===== config.mk =====
export PLATFORM = sky130hd
export DESIGN_NAME = mem_req_ctrl
export DESIGN_NICKNAME = d
export VERILOG_FILES = /design/src/rtl/mem_req_ctrl.sv
export SDC_FILE = /design/constraint.sdc
export NUM_CORES = 1
export LEC_CHECK = 0
export CAP_MARGIN = 20
export CORE_MARGIN = 2
export CORE_UTILIZATION = 40
export CTS_BUF_LIST = sky130_fd_sc_hd__clkbuf_16
export CTS_CLUSTER_DIAMETER = 40
export DETAILED_ROUTE_END_ITERATION = 7
export GPL_ROUTABILITY_DRIVEN = 1
export PLACE_DENSITY = 0.78
export SLEW_MARGIN = 15
export SYNTH_ARGS = -nofsm -noshare
export SYNTH_HDL_FRONTEND = slang
export SYNTH_SLANG_ARGS = --single-unit

===== constraint.sdc =====
create_clock -name clk -period 2.03 [get_ports clk]
set_input_delay 0.406 -clock clk [delete_from_list [all_inputs] [get_ports clk]]
set_output_delay 0.406 -clock clk [all_outputs]
set_load 0.05 [all_outputs]

===== src/rtl/mem_req_ctrl.sv =====
// mem_req_ctrl: request sequencer in front of a synchronous single-port memory.
// Takes one read or write at a time over a valid/ready request channel.
// It drives the memory pins from registers, so read and write are never high together.
// Read data comes back on a valid/ready response channel.
// A read to an address >= DEPTH returns rsp_err=1 and rsp_rdata=0.
// A write to an address >= DEPTH is dropped without touching the memory.
// Optional feature macro: MEMCTL_INIT_EN. When it is defined, the controller runs a
// post-reset sweep that writes INIT_VALUE to every location before it accepts requests.
module mem_req_ctrl #(
  parameter int                    ADDR_WIDTH = 5,
  parameter int                    DATA_WIDTH = 8,
  parameter int                    DEPTH      = 32,
  parameter logic [DATA_WIDTH-1:0] INIT_VALUE = '0
) (
  input  logic                  clk,
  input  logic                  rst_,
  input  logic                  req_valid,
  output logic                  req_ready,
  input  logic                  req_wr,
  input  logic [ADDR_WIDTH-1:0] req_addr,
  input  logic [DATA_WIDTH-1:0] req_wdata,
  output logic                  rsp_valid,
  input  logic                  rsp_ready,
  output logic [DATA_WIDTH-1:0] rsp_rdata,
  output logic                  rsp_err,
  output logic                  init_done,
  output logic                  mem_read,
  output logic                  mem_write,
  output logic [ADDR_WIDTH-1:0] mem_addr,
  output logic [DATA_WIDTH-1:0] mem_data_in,
  input  logic [DATA_WIDTH-1:0] mem_data_out
);

  if (DEPTH < 1 || DEPTH > (1 << ADDR_WIDTH) || $bits(INIT_VALUE) != DATA_WIDTH) begin : g_bad_params
    $error("mem_req_ctrl: DEPTH must lie in 1..2**ADDR_WIDTH and INIT_VALUE must be DATA_WIDTH wide");
  end

  typedef enum logic [2:0] {
    IDLE  = 3'd0,
    WR    = 3'd1,
    RD    = 3'd2,
    RDCAP = 3'd3,
`ifdef MEMCTL_INIT_EN
    RSP   = 3'd4,
    INIT  = 3'd5
`else
    RSP   = 3'd4
`endif
  } state_t;

`ifdef MEMCTL_INIT_EN
  localparam state_t RESET_STATE = INIT;
`else
  localparam state_t RESET_STATE = IDLE;
`endif

  // One extra bit so that DEPTH == 2**ADDR_WIDTH is representable.
  localparam logic [ADDR_WIDTH:0] DEPTH_L = (ADDR_WIDTH+1)'(DEPTH);

  state_t                state, nx_state;
  logic                  nx_mem_read, nx_mem_write;
  logic [ADDR_WIDTH-1:0] nx_mem_addr;
  logic [DATA_WIDTH-1:0] nx_mem_data_in, nx_rsp_rdata;
  logic                  nx_rsp_err;
  logic                  in_range;
`ifdef MEMCTL_INIT_EN
  logic [ADDR_WIDTH:0]   init_cnt, nx_init_cnt;
`endif

  assign in_range = ({1'b0, req_addr} < DEPTH_L);

  // Next state and next values of every registered output; memory pins default to idle/hold.
  always_comb begin
    nx_state       = state;
    nx_mem_read    = 1'b0;
    nx_mem_write   = 1'b0;
    nx_mem_addr    = mem_addr;
    nx_mem_data_in = mem_data_in;
    nx_rsp_rdata   = rsp_rdata;
    nx_rsp_err     = rsp_err;
`ifdef MEMCTL_INIT_EN
    nx_init_cnt    = init_cnt;
`endif
    case (state)
`ifdef MEMCTL_INIT_EN
      INIT: begin
        if (init_cnt == DEPTH_L) begin
          nx_state = IDLE;
        end else begin
          nx_mem_write   = 1'b1;
          nx_mem_addr    = init_cnt[ADDR_WIDTH-1:0];
          nx_mem_data_in = INIT_VALUE;
          nx_init_cnt    = init_cnt + (ADDR_WIDTH+1)'(1);
        end
      end
`endif
      IDLE: begin
        if (req_valid && req_ready) begin
          if (!in_range) begin
            // Out-of-range write is dropped; out-of-range read answers with an error.
            if (!req_wr) begin
              nx_state     = RSP;
              nx_rsp_err   = 1'b1;
              nx_rsp_rdata = '0;
            end
          end else begin
            nx_mem_addr = req_addr;
            if (req_wr) begin
              nx_state       = WR;
              nx_mem_write   = 1'b1;
              nx_mem_data_in = req_wdata;
            end else begin
              nx_state    = RD;
              nx_mem_read = 1'b1;
            end
          end
        end
      end
      WR:    nx_state = IDLE;
      RD:    nx_state = RDCAP;
      RDCAP: begin
        // Memory updated data_out on the edge that ended RD.
        nx_rsp_rdata = mem_data_out;
        nx_rsp_err   = 1'b0;
        nx_state     = RSP;
      end
      RSP: begin
        if (rsp_ready) nx_state = IDLE;
      end
      default: nx_state = IDLE;
    endcase
  end

  // State and output registers; reset clears everything, including any in-flight transaction.
  always_ff @(posedge clk or negedge rst_) begin
    if (!rst_) begin
      state       <= RESET_STATE;
      req_ready   <= 1'b0;
      rsp_valid   <= 1'b0;
      rsp_rdata   <= '0;
      rsp_err     <= 1'b0;
      init_done   <= 1'b0;
      mem_read    <= 1'b0;
      mem_write   <= 1'b0;
      mem_addr    <= '0;
      mem_data_in <= '0;
`ifdef MEMCTL_INIT_EN
      init_cnt    <= '0;
`endif
    end else begin
      state       <= nx_state;
      req_ready   <= (nx_state == IDLE);
      rsp_valid   <= (nx_state == RSP);
      rsp_rdata   <= nx_rsp_rdata;
      rsp_err     <= nx_rsp_err;
      mem_read    <= nx_mem_read;
      mem_write   <= nx_mem_write;
      mem_addr    <= nx_mem_addr;
      mem_data_in <= nx_mem_data_in;
`ifdef MEMCTL_INIT_EN
      init_cnt    <= nx_init_cnt;
      init_done   <= (nx_state != INIT);
`else
      init_done   <= 1'b1;
`endif
    end
  end

endmodule


==> results.md, run 1 <==
* Outcome: finished, final reports clean
* First drt pass iteration count at 4
* Slew margin rel. at 65.0%
* Maximum number of buffers from clock root to sink at 2
* Fin Clk Skew at 0.00240 ns
* Setup repair after global routing missed its margin: no
* Power share of the clock group at around a fifth
* Path type of the worst min-delay path: flop to flop
* Count of clock tree sinks at 29
* Worst Hold Path EP: mem_addr[1]
* Data required time at the worst endpoint at between 1.5 and 2 ns
* Gpl congestion at 0.700
* Cell with the largest stage delay on the worst path: sky130_fd_sc_hd__clkdlybuf4s50_1
* Global-route wire length before repair at between 3000 and 4000 um
* Maximum VDD drop at roughly 1.6 mV
* All-Layer GR Usage at 15.9%
* Number of DRC violations after detailed routing at 0
* Final Cycle Share at 96.7%
* Number of CTS-inserted buffers at 5
* Setup_tns at 0 ns
* Post-layout nets at roughly 160
* Sequential group share of total power at about 28%
* Hold-fix buffers at CTS at 0
* Ordered list of cells on the worst path: clkdlybuf4s50_1
* Post-CTS Repair Setup Buffers at 0
* Area taken by flip-flops and latches at around 730 um^2
* Number of standard cells after synthesis at 73
* Combinational power share at 52.7%
* Reg2Reg Capture Point: mem_data_in[5]
* Top Family by Delay on Critical Path: buffers and inverters
* Total of fill cells in the finished design at 208
* Antenna violations before repair at 0
* Final cell count without fillers at about 160
* # IOs at 53
* Share of total power consumed by net switching at around 43%
* Area of all placed cells without fillers at between 0.0015 and 0.002 mm^2
* Htree depth at 2
* Internal Power at 0.00202 W
* DP Wirelength at approximately 1800 um
* Cell area after placement at 0.00169 mm^2
* Largest net degree at the start of global routing at 30
* Share of final-layout standard cells stronger than drive strength 1 at approximately a quarter
* Reg2reg path depth at 3
* Hold WS at between 0.5 and 0.6 ns
* Number of nets with antenna violations after routing at 0
* Area delta synth->final at 60.2%
* Die boundary height at ~57 um
* Sort of element at the start of the critical path: flop
* Final-report max-slew violation count at 0
* Critical path type: flop to output port
* Vias per inst at around 4.8
* CTS root buf: sky130_fd_sc_hd__clkbuf_16
* Leakage component of the power at approximately 0.84 nW
* Synthesized flop and latch total at 29
* Critical register-to-register path startpoint: state[2]
* Time the final worst path needs with I/O delays and setup at slightly below 2 ns
* Overall Power at about 0.0035 W
* Worst hold path startpoint: mem_addr[1]
* Core Rows at 19
* Number of distinct library cells after synthesis at 19
* Synthesized area at approximately 0.0011 mm^2
* CP peak stage delay at ~0.86 ns
* Antenna diode count at 0
* Worst Setup End Kind: output port
* Number of design-rule violations left by the first detailed-router iteration at 17
* Total grt overflow at 0
* Area used by multi-input combinational logic at approximately 390 um^2
* Post-Synthesis Mean Instance Area at approximately 16 um^2
* Areal power density over the cells at roughly 1900 mW/mm^2
* Number of gates resized after CTS at 0
* Via count at about 780
* Die Outline Area at 0.00330 mm^2
* Final number of hold-violating endpoints at 0
* Starting density of the core at 41.7%
* Setup-failing EPs final at 0
* Post-synthesis sequential area ratio at about 64%
* Max-Cap Viols at 0
* Net count of the mapped netlist at between 90 and 100
* Routed WL at 2440 um
* Setup slack on the worst flop-to-flop path at 0.44 ns
* TritonCTS clock tree: yes
* Routed wire length per instance at roughly 15 um
* Std-Cell Core Area at about 0.0027 mm^2
* Largest fanout of any net on the critical path at 4
* Chip Width at 57.4 um
* Buffer and inverter count on the worst path at 1
* Via count of the first global-routing pass at approximately 810
* Worst Hold Path Cells at 1
* Source-to-sink clock delay at the later pin of the worst-skew pair at between 0.2 and 0.3 ns
* Upper clock frequency limit at between 0.5 and 0.6 GHz
* Placed cells at about 160
* Tightest Pin Transition at 0.523 ns
* Psw at approximately 0.0015 W
* Clock-pin slew reported for the worst setup and hold paths after clock tree synthesis at approximately 0.050 ns
* IO buf count at between 50 and 60
* CP Data Arrival Time at around 1.6 ns
* Yosys warnings at 0
cells by family after synthesis:
group                  share of synthesized area (%)
AOI/OAI and AO/OA                               1.53
buffers and inverters                           2.63
DFF                                             63.6
muxes                                           23.4
other                                          0.658
and+or+nand+nor                                 8.22
registers in the layout, summed over array words and instances (netlist names):
| register | count |
|---|---|
| mem_data_in | 8 |
| rsp_rdata | 8 |
| mem_addr | 5 |
| state | 3 |
| init_done | 1 |
| mem_read | 1 |
| mem_write | 1 |
| req_ready | 1 |
| rsp_valid | 1 |
how the worst max path moves through the flow:
stage	from	endpoint	depth (start not counted)	slack (ns)
2_1_floorplan	req_ready	mem_data_in[0]	4	0.25
3_3_place_gp	req_valid	mem_data_in[0]	4	0.03
3_5_place_dp	req_valid	mem_data_in[6]	4	-0.01
4_1_cts	req_ready	req_ready	1	0.05
5_1_grt	req_ready	req_ready	1	0.03
6_report	req_ready	req_ready	1	0.07
cell usage after synthesis:
cell type                  instances  area share [%]
sky130_fd_sc_hd__clkbuf_1          1            0.33
sky130_fd_sc_hd__or3b_2            1            0.77
sky130_fd_sc_hd__nor3_1            2            0.88
sky130_fd_sc_hd__or4b_2            1            0.88
sky130_fd_sc_hd__nand3b_4          1             1.8
sky130_fd_sc_hd__or3_1             1            0.55
sky130_fd_sc_hd__and2b_2           1            0.77
sky130_fd_sc_hd__buf_6             1            0.99
sky130_fd_sc_hd__buf_4             1            0.66
sky130_fd_sc_hd__mux2_2           13              13
sky130_fd_sc_hd__dfrtp_1          29              64
sky130_fd_sc_hd__or4_4             1            0.99
sky130_fd_sc_hd__a31oi_1           2             1.1
sky130_fd_sc_hd__nand2_1           3            0.99
sky130_fd_sc_hd__inv_1             2            0.66
sky130_fd_sc_hd__a21oi_1           1            0.44
sky130_fd_sc_hd__nor2_1            2            0.66
sky130_fd_sc_hd__mux2_4            8              11
sky130_fd_sc_hd__conb_1            2            0.66
cells in the final DEF (no fill, tap or decap):
cell type / Yosys / layout
sky130_fd_sc_hd__a21oi_1: 1 / 1
sky130_fd_sc_hd__or4_4: 1 / 1
sky130_fd_sc_hd__nand3b_4: 1 / 1
sky130_fd_sc_hd__or4b_2: 1 / 1
sky130_fd_sc_hd__mux2_4: 8 / 8
sky130_fd_sc_hd__clkinv_1: 0 / 2
sky130_fd_sc_hd__mux2_2: 13 / 13
sky130_fd_sc_hd__clkinv_2: 0 / 1
sky130_fd_sc_hd__conb_1: 2 / 2
sky130_fd_sc_hd__dfrtp_1: 29 / 29
sky130_fd_sc_hd__buf_4: 1 / 3
sky130_fd_sc_hd__nor3_1: 2 / 2
sky130_fd_sc_hd__a31oi_1: 2 / 2
sky130_fd_sc_hd__nor2_1: 2 / 2
sky130_fd_sc_hd__and2b_2: 1 / 1
sky130_fd_sc_hd__or3b_2: 1 / 1
sky130_fd_sc_hd__clkdlybuf4s50_1: 0 / 51
sky130_fd_sc_hd__clkbuf_16: 0 / 5
sky130_fd_sc_hd__inv_1: 2 / 2
sky130_fd_sc_hd__or3_1: 1 / 1
sky130_fd_sc_hd__nand2_1: 3 / 3
power by group through the flow:
stage | registers (W) | clock network (W) | logic, W
after global routing | 0.00104 | 0.000711 | 0.00193
after global placement | 0.000993 | 0 | 0.00183
after floorplan | 0.00184 | 0 | 0.000411
after CTS | 0.00101 | 0.000681 | 0.00188
after detailed placement | 0.00101 | 0 | 0.00186
final | 0.00100 | 0.000660 | 0.00186
area by class of cell:
class / instances / area share (%)
Tap cell: 31 / 2.12
Sequential cell: 29 / 39.7
Multi-Input combinational cell: 39 / 21.1
Clock inverter: 3 / 0.684
Clock buffer: 5 / 6.84
Inverter: 2 / 0.411
Timing Repair Buffer: 54 / 29.2
per-stage QoR:
stage               util (%)  setup WS (ns)
global route            66.9         0.0277
global placement        61.8         0.0340
finish                  66.9         0.0665
CTS                     66.9         0.0541
detailed placement      61.8        -0.0147
floorplan                  -          0.248
metal layers:
metal / share of wire [%] / track usage (%) / up-vias
met5: 0 / 0 / -
met3: 8.0 / 6.12 / 5
met2: 52 / 26.5 / 36
met4: 1.1 / 5.98 / 0
li1: - / - / 363
met1: 39 / 18.6 / 374
(Power assumes the default switching activity.)
==> run 2, diff against run 1 <==
--- a/config.mk
+++ b/config.mk
@@ -5,7 +5,6 @@
 export SDC_FILE = /design/constraint.sdc
 export NUM_CORES = 1
 export LEC_CHECK = 0
-export CAP_MARGIN = 20
 export CORE_MARGIN = 2
 export CORE_UTILIZATION = 40
 export CTS_BUF_LIST = sky130_fd_sc_hd__clkbuf_16
==> constraint.sdc (replaced) <==
create_clock -name clk -period 2.03 [get_ports clk]
set_input_delay 0.406 -clock clk [delete_from_list [all_inputs] [get_ports clk]]
set_output_delay 0.406 -clock clk [all_outputs]
set_load 0.02 [all_outputs]
==> results of run 2 <==
The final DEF is identical to that of run 1. Status: finished, final reports clean.
Main changes from that run: setup slack after layout 0.0665 ns -> 0.266 ns; total power 0.00352 W -> 0.00297 W; worst IR drop on VDD 1.62 mV -> 1.40 mV
==> run 3, diff against run 2 <==
--- a/config.mk
+++ b/config.mk
@@ -5,10 +5,10 @@
 export SDC_FILE = /design/constraint.sdc
 export NUM_CORES = 1
 export LEC_CHECK = 0
-export CORE_MARGIN = 2
 export CORE_UTILIZATION = 40
 export CTS_BUF_LIST = sky130_fd_sc_hd__clkbuf_16
 export CTS_CLUSTER_DIAMETER = 40
+export CTS_CLUSTER_SIZE = 20
 export DETAILED_ROUTE_END_ITERATION = 7
 export GPL_ROUTABILITY_DRIVEN = 1
 export PLACE_DENSITY = 0.78
==> run 3 against run 2 <==
Against the previous run: via count is 0.64% higher; hold slack worse by 0.0017 ns; sequential share of layout area hardly changed; highest routed layer unchanged; critical endpoint is now mem_data_in[0]; wire length is 6.6% lower; first-iteration DRC count is 5.9% lower.
==> results.md, run 3 (synthesized netlist as in run 1, its figures left out) <==
* Gpl congestion at a little over 0.7
* Share of final-layout standard cells stronger than drive strength 1 at ~26%
* Die Outline Area at 0.00307 mm^2
* Fin Clk Skew at 0.00162 ns
* CP Data Arrival Time at roughly 1.9 ns
* Data required time at the worst endpoint at 2.17 ns
* Die boundary height at 55.4 um
* Path type of the worst min-delay path: flop to flop
* Routed wire length per instance at roughly 14 um
* Htree depth at 2
* DP Wirelength at between 1500 and 2000 um
* Post-CTS Repair Setup Buffers at 0
* Cell area after placement at roughly 0.0017 mm^2
* Hold-fix buffers at CTS at 0
* Most common library cell in the layout ignoring fill and taps: sky130_fd_sc_hd__clkdlybuf4s50_1
* Outcome: finished, final reports clean
* Largest net degree at the start of global routing at 30
* Final-report max-slew violation count at 0
* Setup repair after global routing missed its margin: no
* Via count at 783
* Time the final worst path needs with I/O delays and setup at approximately 1.8 ns
* Clock-pin slew reported for the worst setup and hold paths after clock tree synthesis at 0.05 ns
* Maximum VDD drop at ~1.0 mV
* Number of nets with antenna violations after routing at 0
* Minimum setup slack after placement at -0.0113 ns
* Core Util, Final at 66.8%
* Total grt overflow at 0
* CTS root buf: sky130_fd_sc_hd__clkbuf_16
* Most frequent cells in the layout: 51 x sky130_fd_sc_hd__clkdlybuf4s50_1, 29 x sky130_fd_sc_hd__dfrtp_1, 13 x sky130_fd_sc_hd__mux2_2
* Total of fill cells in the finished design at 215
* Sort of element at the start of the critical path: primary input
* Leading registers by flop count: mem_data_in: 8 flops, rsp_rdata: 8 flops, mem_addr: 5 flops
* Area of all placed cells without fillers at ~0.0018 mm^2
* All-Layer GR Usage at between 15 and 20%
* Area used by multi-input combinational logic at approximately 390 um^2
* Antenna violations before repair at 0
* Chip Width at between 50 and 60 um
* Worst Setup End Kind: flop
* Std-Cell Core Area at about 0.0027 mm^2
* Core Rows at 19
* Overall Power at between 0.002 and 0.003 W
* Maximum number of buffers from clock root to sink at 2
* Critical path type: primary input to flop
* Number of CTS-inserted buffers at 5
* Global-route wire length before repair at 3800 um
* Setup-failing EPs final at 0
* Via count of the first global-routing pass at about 820
* Source-to-sink clock delay at the later pin of the worst-skew pair at between 0.2 and 0.3 ns
* # IOs at 53
* Post-layout nets at roughly 160
* Max-Cap Viols at 0
* Area taken by flip-flops and latches at a little over 700 um^2
* Routed WL at 2280 um
* TritonCTS clock tree: yes
* Setup ws final at around 0.26 ns
* Areal power density over the cells at around 1600 mW/mm^2
* Count of clock tree sinks at 29
* Number of DRC violations after detailed routing at 0
* IO buf count at 51
* First drt pass iteration count at 4
* Leakage component of the power at about 0.85 nW
* Final number of hold-violating endpoints at 0
* Upper clock frequency limit at 0.564 GHz
* Antenna diode count at 0
* Number of gates resized after CTS at 0
* Vias per inst at 4.80
* Starting density of the core at a little over two fifths
* Largest fanout of any net on the critical path at 9
* Number of design-rule violations left by the first detailed-router iteration at 16
* Final Cycle Share at about 87%
* Area delta synth->final at 60.1%
## run 3: cell count changes in the layout (fill, tap and decap cells not counted), sizes merged
cell / change
clkinv: -3
inv: +3
## run 3: power breakdown
part / switching, W / internal [W] / leakage, nW / total [W]
Clock: 0.000207 / 0.000436 / 0.0776 / 0.000643
Sequential: 0.000161 / 0.000842 / 0.351 / 0.00100
Combinational: 0.000552 / 0.000739 / 0.417 / 0.00129
Total: 0.000920 / 0.00202 / 0.846 / 0.00294
## run 3: stage by stage
step	instances	hold WS [ns]	TNS [ns]
final	163	0.499	0
after global routing	163	0.511	0
after detailed placement	155	0.492	-0.0522
after floorplan	73	0.110	0
after CTS	163	0.502	0
after global placement	155	0.487	0
## run 3: area by class of cell
type                    instances  share of cell area (%)
flip-flops and latches         29                    39.7
repair buffers                 54                    29.2
multi-input cells              39                    21.1
clock buffers                   5                    6.85
well taps                      31                    2.12
clock inverters                 3                   0.616
inverters                       2                   0.411
## run 3: worst paths after layout
check / startpoint / endpoint / slack [ns] / cells after the start
setup / recovery: req_valid / mem_data_in[0] / 0.26 / 4
hold / removal: rsp_rdata[2] / rsp_rdata[2] / 0.50 / 1
setup reg to reg: state[2] / mem_data_in[0] / 0.45 / 3
hold reg to reg: rsp_rdata[2] / rsp_rdata[2] / 0.50 / 1
max in group asynchronous: rst_ / mem_data_in[1] / 1.23 / 2
min in group asynchronous: rst_ / rsp_rdata[5] / 0.52 / 2
## run 3: metal layers
layer | wire length (um) | track usage, % | part of all wire, %
met3 | 136 | 7.49 | 6.0
met2 | 1200 | 26.7 | 53
met4 | 10 | 5.36 | 0.44
met5 | 0 | 0 | 0
met1 | 933 | 19.0 | 41
## run 3: worst max-delay path, stage by stage
cell                              delay (ns)
sky130_fd_sc_hd__clkdlybuf4s50_1        0.54
sky130_fd_sc_hd__nand3b_4               0.09
sky130_fd_sc_hd__or4_4                  0.54
sky130_fd_sc_hd__mux2_4                 0.34
